[config.mk]
export PLATFORM = sky130hd
export DESIGN_NAME = compare_arbiter_flat
export DESIGN_NICKNAME = d
export VERILOG_FILES = /design/src/rtl/compare_arbiter_if.sv /design/src/rtl/compare_arbiter.sv /design/src/flat_wrapper.sv
export SDC_FILE = /design/constraint.sdc
export NUM_CORES = 1
export LEC_CHECK = 0
export ABC_AREA = 1
export CAP_MARGIN = 40
export CELL_PAD_IN_SITES_DETAIL_PLACEMENT = 0
export CELL_PAD_IN_SITES_GLOBAL_PLACEMENT = 1
export CORE_UTILIZATION = 26
export CTS_CLUSTER_DIAMETER = 200
export DETAILED_ROUTE_END_ITERATION = 8
export HOLD_SLACK_MARGIN = 0.15
export PLACE_DENSITY = 0.87
export SETUP_SLACK_MARGIN = 0.15
export SLEW_MARGIN = 20
export SYNTH_ARGS = -nofsm -noshare
export SYNTH_HDL_FRONTEND = slang
export SYNTH_SLANG_ARGS = --single-unit
[constraint.sdc]
create_clock -name clk -period 5.5 [get_ports clk]
set_input_delay 0.55 -clock clk [delete_from_list [all_inputs] [get_ports clk]]
set_output_delay 0.55 -clock clk [all_outputs]
set_load 0.05 [all_outputs]
[src/rtl/compare_arbiter_if.sv]
// Request/response bundle between two requesters and the compare arbiter.
// A transfer happens on a rising clk edge where valid and ready are both high; the
// source holds its payload while valid is high and ready is low.
interface compare_arbiter_if #(
    parameter int REG_SIZE = 32
);
    logic                req0_valid;
    logic                req1_valid;
    logic                req0_ready;
    logic                req1_ready;
    logic [REG_SIZE-1:0] req0_a;
    logic [REG_SIZE-1:0] req0_b;
    logic [REG_SIZE-1:0] req1_a;
    logic [REG_SIZE-1:0] req1_b;
    logic [1:0]          req0_op;
    logic [1:0]          req1_op;
    logic                req0_signed;
    logic                req1_signed;
    logic                rsp0_valid;
    logic                rsp1_valid;
    logic                rsp0_ready;
    logic                rsp1_ready;
    logic [REG_SIZE-1:0] rsp_result;
    logic [15:0]         done_count;

    modport slave (
        input  req0_valid, req1_valid, req0_a, req0_b, req1_a, req1_b,
        input  req0_op, req1_op, req0_signed, req1_signed, rsp0_ready, rsp1_ready,
        output req0_ready, req1_ready, rsp0_valid, rsp1_valid, rsp_result, done_count
    );

    modport master (
        output req0_valid, req1_valid, req0_a, req0_b, req1_a, req1_b,
        output req0_op, req1_op, req0_signed, req1_signed, rsp0_ready, rsp1_ready,
        input  req0_ready, req1_ready, rsp0_valid, rsp1_valid, rsp_result, done_count
    );
endinterface

[src/rtl/compare_arbiter.sv]
// Two-requester arbiter feeding one shared comparator (SLT/SEQ/SNE); one operation
// in flight at a time, result held until the owning requester takes it.
module compare_arbiter #(
    parameter int REG_SIZE = 32
) (
    input  logic              clk,
    input  logic              rst_n,
    compare_arbiter_if.slave  bus,
    output logic              dbg_state
);
    typedef enum logic {IDLE = 1'b0, RESP = 1'b1} state_t;

    state_t              state;
    logic                rr;
    logic                owner;
    logic                grant;
    logic                accept;
    logic                rsp_fire;
    logic                cmp_bit;
    logic [REG_SIZE-1:0] op_a;
    logic [REG_SIZE-1:0] op_b;
    logic [1:0]          op_sel;
    logic                op_sgn;
    logic [1:0]          rsp_valid_q;
    logic [REG_SIZE-1:0] rsp_result_q;
    logic [15:0]         done_count_q;

    // A lone valid requester wins outright; contention falls back to the pointer.
    always_comb begin
        grant = rr;
        if (bus.req0_valid != bus.req1_valid) grant = bus.req1_valid;
    end

    always_comb begin
        op_a   = grant ? bus.req1_a      : bus.req0_a;
        op_b   = grant ? bus.req1_b      : bus.req0_b;
        op_sel = grant ? bus.req1_op     : bus.req0_op;
        op_sgn = grant ? bus.req1_signed : bus.req0_signed;
    end

    always_comb begin
        cmp_bit = 1'b0;
        case (op_sel)
            2'b00:   cmp_bit = op_sgn ? ($signed(op_a) < $signed(op_b)) : (op_a < op_b);
            2'b01:   cmp_bit = (op_a == op_b);
            2'b10:   cmp_bit = (op_a != op_b);
            default: cmp_bit = 1'b0;
        endcase
    end

    assign accept   = (state == IDLE) && (grant ? bus.req1_valid : bus.req0_valid);
    assign rsp_fire = (state == RESP) && (owner ? bus.rsp1_ready : bus.rsp0_ready);

    assign bus.req0_ready = (state == IDLE) && !grant;
    assign bus.req1_ready = (state == IDLE) &&  grant;
    assign bus.rsp0_valid = rsp_valid_q[0];
    assign bus.rsp1_valid = rsp_valid_q[1];
    assign bus.rsp_result = rsp_result_q;
    assign bus.done_count = done_count_q;
    assign dbg_state      = (state == RESP);

    always_ff @(posedge clk or negedge rst_n) begin
        if (!rst_n) begin
            state        <= IDLE;
            rr           <= 1'b0;
            owner        <= 1'b0;
            rsp_valid_q  <= 2'b00;
            rsp_result_q <= '0;
            done_count_q <= 16'd0;
        end else begin
            case (state)
                IDLE: begin
                    if (accept) begin
                        rsp_result_q <= {{(REG_SIZE-1){1'b0}}, cmp_bit};
                        owner        <= grant;
                        rsp_valid_q  <= grant ? 2'b10 : 2'b01;
                        state        <= RESP;
                    end
                end
                RESP: begin
                    // Pointer moves only on completion so a stalled response keeps priority fixed.
                    if (rsp_fire) begin
                        rsp_valid_q <= 2'b00;
                        rr          <= ~owner;
                        if (done_count_q != 16'hFFFF) done_count_q <= done_count_q + 16'd1;
                        state       <= IDLE;
                    end
                end
                default: state <= IDLE;
            endcase
        end
    end
endmodule

[src/flat_wrapper.sv]
// flat-port wrapper written by rule: the top's interface ports become plain ports
module compare_arbiter_flat 
#(
    parameter int REG_SIZE = 32
)
  (clk, rst_n, dbg_state, bus_req0_valid, bus_req1_valid, bus_req0_a, bus_req0_b, bus_req1_a, bus_req1_b, bus_req0_op, bus_req1_op, bus_req0_signed, bus_req1_signed, bus_rsp0_ready, bus_rsp1_ready, bus_req0_ready, bus_req1_ready, bus_rsp0_valid, bus_rsp1_valid, bus_rsp_result, bus_done_count);
  compare_arbiter_if #(.REG_SIZE(REG_SIZE)) bus_i ();
  input  logic clk;
  input  logic rst_n;
  output logic dbg_state;
  input wire logic [$bits(bus_i.req0_valid)-1:0] bus_req0_valid;
  input wire logic [$bits(bus_i.req1_valid)-1:0] bus_req1_valid;
  input wire logic [$bits(bus_i.req0_a)-1:0] bus_req0_a;
  input wire logic [$bits(bus_i.req0_b)-1:0] bus_req0_b;
  input wire logic [$bits(bus_i.req1_a)-1:0] bus_req1_a;
  input wire logic [$bits(bus_i.req1_b)-1:0] bus_req1_b;
  input wire logic [$bits(bus_i.req0_op)-1:0] bus_req0_op;
  input wire logic [$bits(bus_i.req1_op)-1:0] bus_req1_op;
  input wire logic [$bits(bus_i.req0_signed)-1:0] bus_req0_signed;
  input wire logic [$bits(bus_i.req1_signed)-1:0] bus_req1_signed;
  input wire logic [$bits(bus_i.rsp0_ready)-1:0] bus_rsp0_ready;
  input wire logic [$bits(bus_i.rsp1_ready)-1:0] bus_rsp1_ready;
  output wire logic [$bits(bus_i.req0_ready)-1:0] bus_req0_ready;
  output wire logic [$bits(bus_i.req1_ready)-1:0] bus_req1_ready;
  output wire logic [$bits(bus_i.rsp0_valid)-1:0] bus_rsp0_valid;
  output wire logic [$bits(bus_i.rsp1_valid)-1:0] bus_rsp1_valid;
  output wire logic [$bits(bus_i.rsp_result)-1:0] bus_rsp_result;
  output wire logic [$bits(bus_i.done_count)-1:0] bus_done_count;
  assign bus_i.req0_valid = bus_req0_valid;
  assign bus_i.req1_valid = bus_req1_valid;
  assign bus_i.req0_a = bus_req0_a;
  assign bus_i.req0_b = bus_req0_b;
  assign bus_i.req1_a = bus_req1_a;
  assign bus_i.req1_b = bus_req1_b;
  assign bus_i.req0_op = bus_req0_op;
  assign bus_i.req1_op = bus_req1_op;
  assign bus_i.req0_signed = bus_req0_signed;
  assign bus_i.req1_signed = bus_req1_signed;
  assign bus_i.rsp0_ready = bus_rsp0_ready;
  assign bus_i.rsp1_ready = bus_rsp1_ready;
  assign bus_req0_ready = bus_i.req0_ready;
  assign bus_req1_ready = bus_i.req1_ready;
  assign bus_rsp0_valid = bus_i.rsp0_valid;
  assign bus_rsp1_valid = bus_i.rsp1_valid;
  assign bus_rsp_result = bus_i.rsp_result;
  assign bus_done_count = bus_i.done_count;
  compare_arbiter #(.REG_SIZE(REG_SIZE)) u_core (.clk(clk), .rst_n(rst_n), .bus(bus_i), .dbg_state(dbg_state));
endmodule
* Word level (Yosys, flattened, before mapping)
Cells that the tools add are included.
Storage, ports and cells: latch bits 0, output and inout port bits 53, register bits 22, memories 0, RAM bits 0, bits in read-only memories 0, logic and storage cells 45, bits of input ports 140
Operators by class: shifts and indexed selects 0, reduce and logical (&&, ||, !) cells 10, divide/modulo/power cells 0, magnitude comparators 2, muxes and demuxes 16, add/subtract/negate cells 1, bitwise operators 2, eq/ne operators 8, $mul 0
Operator list (number):
- $lt A32 B32 Y1 | 2
- $mux W32 | 2
- $eq A32 B32 Y1 | 1
- $ne A32 B32 Y1 | 1
- $add A16 B1 Y16 const B | 1
- $ne A16 B16 Y1 const B | 1
- $mux W2 | 4
- $mux W1 | 7
- $reduce_and A2 Y1 | 3
- $logic_and A1 B1 Y1 | 4
- $pmux W2 S2 | 1
- $pmux W1 S3 | 1
- $reduce_and A3 Y1 | 1
- $eq A2 B1 Y1 const B | 1
- $eq A2 B2 Y1 const B | 1
- $logic_not A2 Y1 | 1
- $ne A2 B1 Y1 const B | 1
- $ne A2 B2 Y1 const B | 1
- $not A1 Y1 | 2
- $pmux W1 S2 | 1
- $logic_not A1 Y1 | 1
- $ne A1 B1 Y1 | 1

* Longest topological paths before layout
Gate-level depths: netlist of the first run.
depth after elaboration 6, mapped depth 25

* Worst setup path before layout of the first run
No wires, ideal clock.
path kind input to register, start point in bus_req1_valid, end point reg u_core.rsp_result_q[0] (netlist: u_core.bus.rsp_result[0]), library setup time 0.118 ns, data required time 5.382 ns, arrival 2.786 ns, buffers on the path 2, path slack 2.596 ns, stages 20, path through inv_1 > ha_1 > inv_1 > nand2_1 > nand2_1 > buf_2 > buf_2 > mux2i_1 > ha_1 > a21o_1 > nor2_1 > nand2_1 > nand2_1 > nand2_1 > nand2_1 > nand2_1 > nand2_1 > nand3_1 > nand2_1 > nand2_1
On the way: word-level cells in the longest chain between the ends 6
RTL lines:
- start, declared | line flat_wrapper.sv:12 | input wire logic [$bits(bus_i.req1_valid)-1:0] bus_req1_valid;
- $ne A1 B1 Y1 | line compare_arbiter.sv:31 | if (bus.req0_valid != bus.req1_valid) grant = bus.req1_valid;
- $mux W1 | line compare_arbiter.sv:31
- $mux W32 (on tied branches) | line compare_arbiter.sv:35, compare_arbiter.sv:36
- $lt A32 B32 Y1 | line compare_arbiter.sv:44 | 2'b00: cmp_bit = op_sgn ? ($signed(op_a) < $signed(op_b)) : (op_a < op_b);
- $mux W1 | line compare_arbiter.sv:44
- $pmux W1 S3 | line compare_arbiter.sv:43 | case (op_sel)
- end signal, assigned | line compare_arbiter.sv:74 | rsp_result_q <= {{(REG_SIZE-1){1'b0}}, cmp_bit};
- end, declared | line compare_arbiter.sv:25 | logic [REG_SIZE-1:0] rsp_result_q;
Several ways; a longest one is shown, not always the timed one. A chain may end at the register's enable or synchronous reset.

* Worst setup path in the final report of the first run
start point in bus_req1_valid, end point out bus_req0_ready
On the way: word-level cells in the longest chain between the ends 4
RTL lines:
- $ne A1 B1 Y1 | line compare_arbiter.sv:31
- $mux W1 (*) | line compare_arbiter.sv:31
- $logic_not A1 Y1 (*) | line compare_arbiter.sv:54 | assign bus.req0_ready = (state == IDLE) && !grant;
- $logic_and A1 B1 Y1 (*) | line compare_arbiter.sv:54
- end, declared | line flat_wrapper.sv:23 | output wire logic [$bits(bus_i.req0_ready)-1:0] bus_req0_ready;
Mark *: on every way between the ends. The rest lies on a longest branch, timed or not.

==> results of run 1 <==
==> flip-flops by register name (all words and copies together), names as in the netlist <==
name,count
u_core.owner,1
u_core.dbg_state,1
u_core.rsp_valid_q,2
u_core.bus.done_count,16
u_core.rr,1
u_core.bus.rsp_result,1
==> worst register-to-register path, stage by stage (launching register included) <==
cell      delay [ns]
dfrtp_1         0.36
nand2_1         0.09
nand2_4         0.31
buf_4           0.53
mux2i_1         0.17
ha_1            0.31
nand2_1         0.07
nor2_1          0.14
nand2_1         0.07
nor3_1          0.24
nand2_1         0.11
a211oi_1        0.24
nand2_1         0.07
nand2_1         0.05
==> logic make-up (layout without fill, tap and decap cells) <==
kind of cell             after synthesis  after routing  share of synthesized area (%)
AO/OA/AOI/OAI                         36             36                          6.709
XOR/XNOR                              15             15                          4.459
adder cells (fa/ha/maj)               34             34                          14.44
buffers and inverters                 79            202                          14.44
flip-flops                            22             22                          18.68
multiplexers                          33             33                          11.21
other                                  1             31                         0.1273
AND/OR/NAND/NOR                      215            215                          29.94
==> report_power, final <==
part | switching, mW | internal [mW]
Sequential | 0.0691 | 0.228
Clock | 0.0536 | 0.0959
Combinational | 0.718 | 0.434
==> final timing paths <==
check	end	from	depth (start not counted)	slack (ns)
worst max-delay path	bus_req0_ready	bus_req1_valid	9	1.73
worst min-delay path	u_core.bus.rsp_result[0]	u_core.bus.rsp_result[0]	2	0.49
worst max register to register	u_core.bus.rsp_result[0]	u_core.rr	13	2.65
worst min register to register	u_core.bus.rsp_result[0]	u_core.bus.rsp_result[0]	2	0.49
max in group asynchronous	u_core.bus.done_count[15]	rst_n	2	4.42
min in group asynchronous	u_core.bus.done_count[8]	rst_n	1	0.62
==> placed cells by master (no fill, tap or decap) <==
master / instances
a21o_1: 1
xor2_1: 15
o21ai_0: 5
nand3_2: 3
dfrtp_1: 22
o21a_1: 2
nand3b_1: 1
inv_1: 32
inv_2: 4
a211oi_1: 1
o21ai_2: 1
or2_2: 1
nand4_1: 2
nand2_2: 2
ha_1: 34
nor4_1: 2
conb_1: 31
buf_8: 1
buf_4: 1
nand2_4: 1
nor3_4: 1
clkbuf_16: 3
mux2i_1: 33
nor2_1: 17
nor2_2: 1
nand2_1: 168
o21bai_1: 1
nand3_1: 9
nor3_1: 7
a31oi_1: 1
o21ai_1: 9
a21oi_1: 15
clkdlybuf4s50_1: 161
==> synthesized netlist by cell type <==
master	instances	area (sq um)
o21ai_2	1	8.760
buf_4	31	232.7
nand4_1	2	12.51
nor3_1	7	35.03
nand3_1	9	45.04
nor4_1	2	12.51
a21o_1	1	7.510
o21ai_0	5	25.02
or2_2	1	6.260
dfrtp_1	22	550.5
inv_2	4	15.01
o21ai_1	9	45.04
a211oi_1	1	7.510
inv_1	32	120.1
buf_6	1	11.26
nand2_2	2	12.51
buf_2	4	20.02
buf_1	1	3.750
nor2_1	17	63.81
nand2_1	169	634.4
a31oi_1	1	6.260
xor2_1	15	131.4
nor3_4	1	16.27
conb_1	1	3.750
nor2_2	1	6.260
o21a_1	2	15.01
clkbuf_1	6	22.52
ha_1	34	425.4
mux2i_1	33	330.3
a21oi_1	15	75.07
o21bai_1	1	7.510
nand3_2	3	30.03
nand3b_1	1	7.510
==> routing by layer <==
layer | vias to the layer above | track usage (%) | routed length (um)
met5 | - | 0 | 0
met4 | 0 | 1.737 | 32
li1 | 1644 | - | -
met2 | 117 | 28.84 | 4421
met3 | 3 | 1.869 | 568
met1 | 1369 | 15.74 | 3292
==> final cells by class <==
| type | count | share of cell area (%) |
|---|---|---|
| clock buffer | 3 | 1.611 |
| inverter | 36 | 2.899 |
| multi-input combinational | 364 | 44.86 |
| sequential | 22 | 11.81 |
| tap | 140 | 3.758 |
| timing repair buffer | 163 | 35.06 |
==> results.cfg, run 1 <==
[final_layout]
layout.cells.non_filler = 728
fin_util_pct = 42.62
nNetsFinal = 764
nFillCells = 1147
stdcell_area_sq_um = 4661
num_antenna_cells = 0
multi_input_area_sq_um = 2091
regArea_sq_um = 550.5
drive_above_1_share_pct = 3.231
syn2layout_area_growth_pct = 58.17

[routing]
drc = 0
routed_wl_mm = 8.314
wl_per_cell_um = 11.42
dr_total_vias = 3133
first_iter_violations = 82
first_pass_iters = 4
viasPerCell = 4.304
antenna_left = 0

[grt]
grt_pass1_wl_mm = 13.43
grt_overflow = 0
grt_pass1_vias = 3104
antenna_found_initial = 0
grt_max_degree = 42
track_usage_pct = 14.21

[floorplan]
rows = 38
die_area_sq_um = 11760
die_y_um = 108.5
io_pins = 193
start_util_pct = 26.95
coreArea_sq_um = 10940
dieWidth_um = 108.5

[critical_path]
critical_path_buf_inv_count = 5
critPathCaptureType = primary output
critPathMaxStageDelay_ns = 0.74
arrival_ns = 3.22
worst-path-max-fanout = 41
cp_top_family = buffers and inverters
required_ns = 4.95
critPathLaunchType = input port
slowest_stage = clkdlybuf4s50_1
crit_chain = clkdlybuf4s50_1 > inv_1 > ha_1 > inv_1 > nand2_1 > nand2_4 > buf_4 > nor2_1 > clkdlybuf4s50_1
critPathKind = in -> out

[placement]
place_congestion = 0.7925
hpwl_mm = 7.135
dpl_cell_area_sq_um = 4586
preCtsSetupSlack_ns = 1.556
io_buffers = 161
dp.cells = 725

[logic_synthesis]
ys_ff_latch = 22
synth_warnings = 0
synthCells = 435
syn_area_sq_um = 2947
synth_area_per_cell_sq_um = 6.774
yosysSeqAreaShare_pct = 18.68
synth_cell_types = 33

[clocking]
ctsResizeCount = 0
cts.path.max_buffers = 2
cts-root-buf = clkbuf_16
clkSinkCount = 22
cts_buffers = 3
post-cts-setup-buffers = 0
insertion_delay_ns = 0.25
htree_num_levels = 1
cts_tree = yes
path_clk_slew_ns = 0.05
holdBufCountCts = 0

[sta]
timing.hold.ws_ns = 0.4898
finalSetupTns_ns = 0
post-route-period-util_pct = 68.59
rsz0062_at_grt = false
finalSetupViolations = 0
hold_violations = 0
timing.fmax_mhz = 265.1
final.setup.worst_slack_ns = 1.727
clock_skew_ns = 0.001228
period_minus_slack_ns = 3.773
tightest_slew_ns = 0.6434
max-slew-margin-rel_pct = 57.11
slew_violations = 0

[power_and_ir_drop]
power.density_nw_per_um2 = 343.2
ir_worst_vdd_mv = 0.2834
p_total_mw = 1.600
leakage_nw = 2.281

[status]
outcome = finished clean

[flow_run]
cap_violations = 0

[worst_hold_path]
hp-class = reg -> reg
(Power assumes the default switching activity.)
==> run 2: changes to the inputs <==
--- a/config.mk
+++ b/config.mk
@@ -9,11 +9,11 @@
 export CAP_MARGIN = 40
 export CELL_PAD_IN_SITES_DETAIL_PLACEMENT = 0
 export CELL_PAD_IN_SITES_GLOBAL_PLACEMENT = 1
-export CORE_UTILIZATION = 26
+export CORE_UTILIZATION = 22
 export CTS_CLUSTER_DIAMETER = 200
 export DETAILED_ROUTE_END_ITERATION = 8
 export HOLD_SLACK_MARGIN = 0.15
-export PLACE_DENSITY = 0.87
+export PLACE_DENSITY = 0.78
 export SETUP_SLACK_MARGIN = 0.15
 export SLEW_MARGIN = 20
 export SYNTH_ARGS = -nofsm -noshare
==> constraint.sdc (replaced) <==
create_clock -name clk -period 3.4 [get_ports clk]
set_input_delay 0.34 -clock clk [delete_from_list [all_inputs] [get_ports clk]]
set_output_delay 0.34 -clock clk [all_outputs]
set_load 0.05 [all_outputs]
==> run 2 against run 1 <==
  * Global-route usage shrank 1.7 points
  * Design area grew 3.3%
  * Die area grew 18%
  * Cell count grew 4.8%
  * Clock power grew 120%
  * Non-clock buffer count grew 2
  * Critical path depth grew 8
  * Combinational power grew 69%
  * Largest cell class unchanged
  * Power grew 72%
==> results.cfg, run 2 (synthesis results as in run 1) <==
[status]
outcome = finished clean

[power_and_ir_drop]
p_total_mw = 2.758
p_sw_mw = 1.400
seq_power_share_pct = 17.4
comb_power_share_pct = 70.4
leakage_nw = 2.334
power.density_nw_per_um2 = 572.7
switching_share_pct = 50.75
power.share.clock_pct = 12.2
p_int_mw = 1.358
ir_worst_vdd_mv = 0.1820

[placement]
hpwl_mm = 7.458
io_buffers = 161
place_congestion = 0.8116

[floorplan]
start_util_pct = 22.98
die_area_sq_um = 13860
die_y_um = 117.7
coreArea_sq_um = 12820
dieWidth_um = 117.7
rows = 41
io_pins = 193

[final_layout]
syn2layout_area_growth_pct = 63.44
largest_reg_flops = 16
num_antenna_cells = 0
nNetsFinal = 766
fin_util_pct = 37.55
layout_common_cells = nand2_1, clkdlybuf4s50_1, ha_1
drive_above_1_share_pct = 4.061
layout_commonest_cell = nand2_1
nFillCells = 1352

[routing]
viasPerCell = 4.155
drc = 0
antenna_left = 0
first_iter_violations = 121
dr_total_vias = 3170
routed_wl_mm = 8.705
wl_per_cell_um = 11.41
first_pass_iters = 4

[clocking]
cts_tree = yes
cts_buffers = 3
cts.path.max_buffers = 2
insertion_delay_ns = 0.26
ctsResizeCount = 0
path_clk_slew_ns = 0.06
holdBufCountCts = 0
post-cts-setup-buffers = 0
cts-root-buf = clkbuf_16
htree_num_levels = 1
clkSinkCount = 22

[critical_path]
critPathLaunchType = input port
worst-path-max-fanout = 40
arrival_ns = 3.12
critPathCaptureType = flip-flop
required_ns = 3.60
critPathKind = in -> reg

[sta]
max-slew-margin-rel_pct = 63.32
timing.fmax_mhz = 342.5
hold_violations = 0
clock_skew_ns = 0.007809
finalSetupTns_ns = 0
tightest_slew_ns = 0.5485
finalSetupViolations = 0
rsz0062_at_grt = false
post-route-period-util_pct = 85.87
period_minus_slack_ns = 2.920
slew_violations = 0

[grt]
grt_max_degree = 41
grt_pass1_wl_mm = 14.33
grt_overflow = 0
track_usage_pct = 12.47
antenna_found_initial = 0
grt_pass1_vias = 3186

[worst_hold_path]
hp-class = in -> async

[flow_run]
cap_violations = 0
## run 2: cell types whose count changed in the layout (fill, tap and decap cells not counted), sizes merged
cell,change
buf,+4
clkdlybuf4s50,-2
bufinv,+1
## run 2: path summary, 6_finish.rpt
check	cells after the start	from	slack, ns	end
setup / recovery	17	bus_req1_valid	0.48	u_core.bus.rsp_result[0]
hold / removal	1	rst_n	0.41	u_core.bus.done_count[6]
setup reg to reg	19	u_core.rr	0.98	u_core.bus.rsp_result[0]
hold reg to reg	2	u_core.bus.rsp_result[0]	0.50	u_core.bus.rsp_result[0]
max in group asynchronous	2	rst_n	2.53	u_core.bus.rsp_result[0]
min in group clk	2	u_core.bus.rsp_result[0]	0.50	u_core.bus.rsp_result[0]
## run 2: power by group through the flow
| stage | combinational, mW | sequential, mW | clock (mW) |
|---|---|---|---|
| 2_1_floorplan | 1.04 | 0.779 | 0 |
| 3_3_place_gp | 1.93 | 0.483 | 0 |
| 3_5_place_dp | 1.96 | 0.487 | 0 |
| 4_1_cts | 1.97 | 0.483 | 0.341 |
| 5_1_grt | 2.15 | 0.499 | 0.351 |
| 6_report | 1.94 | 0.481 | 0.336 |
## run 2: worst max-delay path, stage by stage
cell	delay, ns
clkdlybuf4s50_1	0.47
inv_1	0.04
ha_1	0.29
inv_1	0.05
nand2_1	0.07
nand2_4	0.10
buf_12	0.23
mux2i_1	0.13
ha_1	0.30
nand2_1	0.06
nor2_1	0.19
nand2_1	0.10
nor3_1	0.21
nand2_1	0.10
a211oi_1	0.26
nand2_1	0.08
nand2_1	0.05
## run 2: metal layers
| metal | share of wire, % | global-route usage, % | up-vias |
|---|---|---|---|
| met4 | 1.3 | 2.644 | 0 |
| li1 | - | - | 1651 |
| met3 | 5.5 | 1.696 | 11 |
| met2 | 52 | 24.15 | 109 |
| met5 | 0 | 0 | - |
| met1 | 41 | 14.27 | 1399 |
## run 2: per-stage QoR
step | setup WS (ns) | instance area, sq um | instances | hold slack [ns]
2_1_floorplan | 0.7060 | 3059 | 465 | 0.04441
3_3_place_gp | 0.2144 | 4683 | 758 | 0.4870
3_5_place_dp | 0.2171 | 4711 | 759 | 0.4906
4_1_cts | 0.4844 | 4816 | 763 | 0.4344
5_1_grt | 0.2235 | 4816 | 763 | 0.4560
6_report | 0.4804 | 4816 | 763 | 0.4141
## run 2: layout make-up
type                            instances  area (sq um)  share of cell area [%]
Multi-Input combinational cell        364          2091                   43.41
Timing Repair Buffer                  165          1719                   35.70
Sequential cell                        22         550.5                   11.43
Tap cell                              172         215.2                   4.469
Inverter                               36         135.1                   2.806
Clock buffer                            3         75.07                   1.559
Clock inverter                          1         30.03                  0.6235
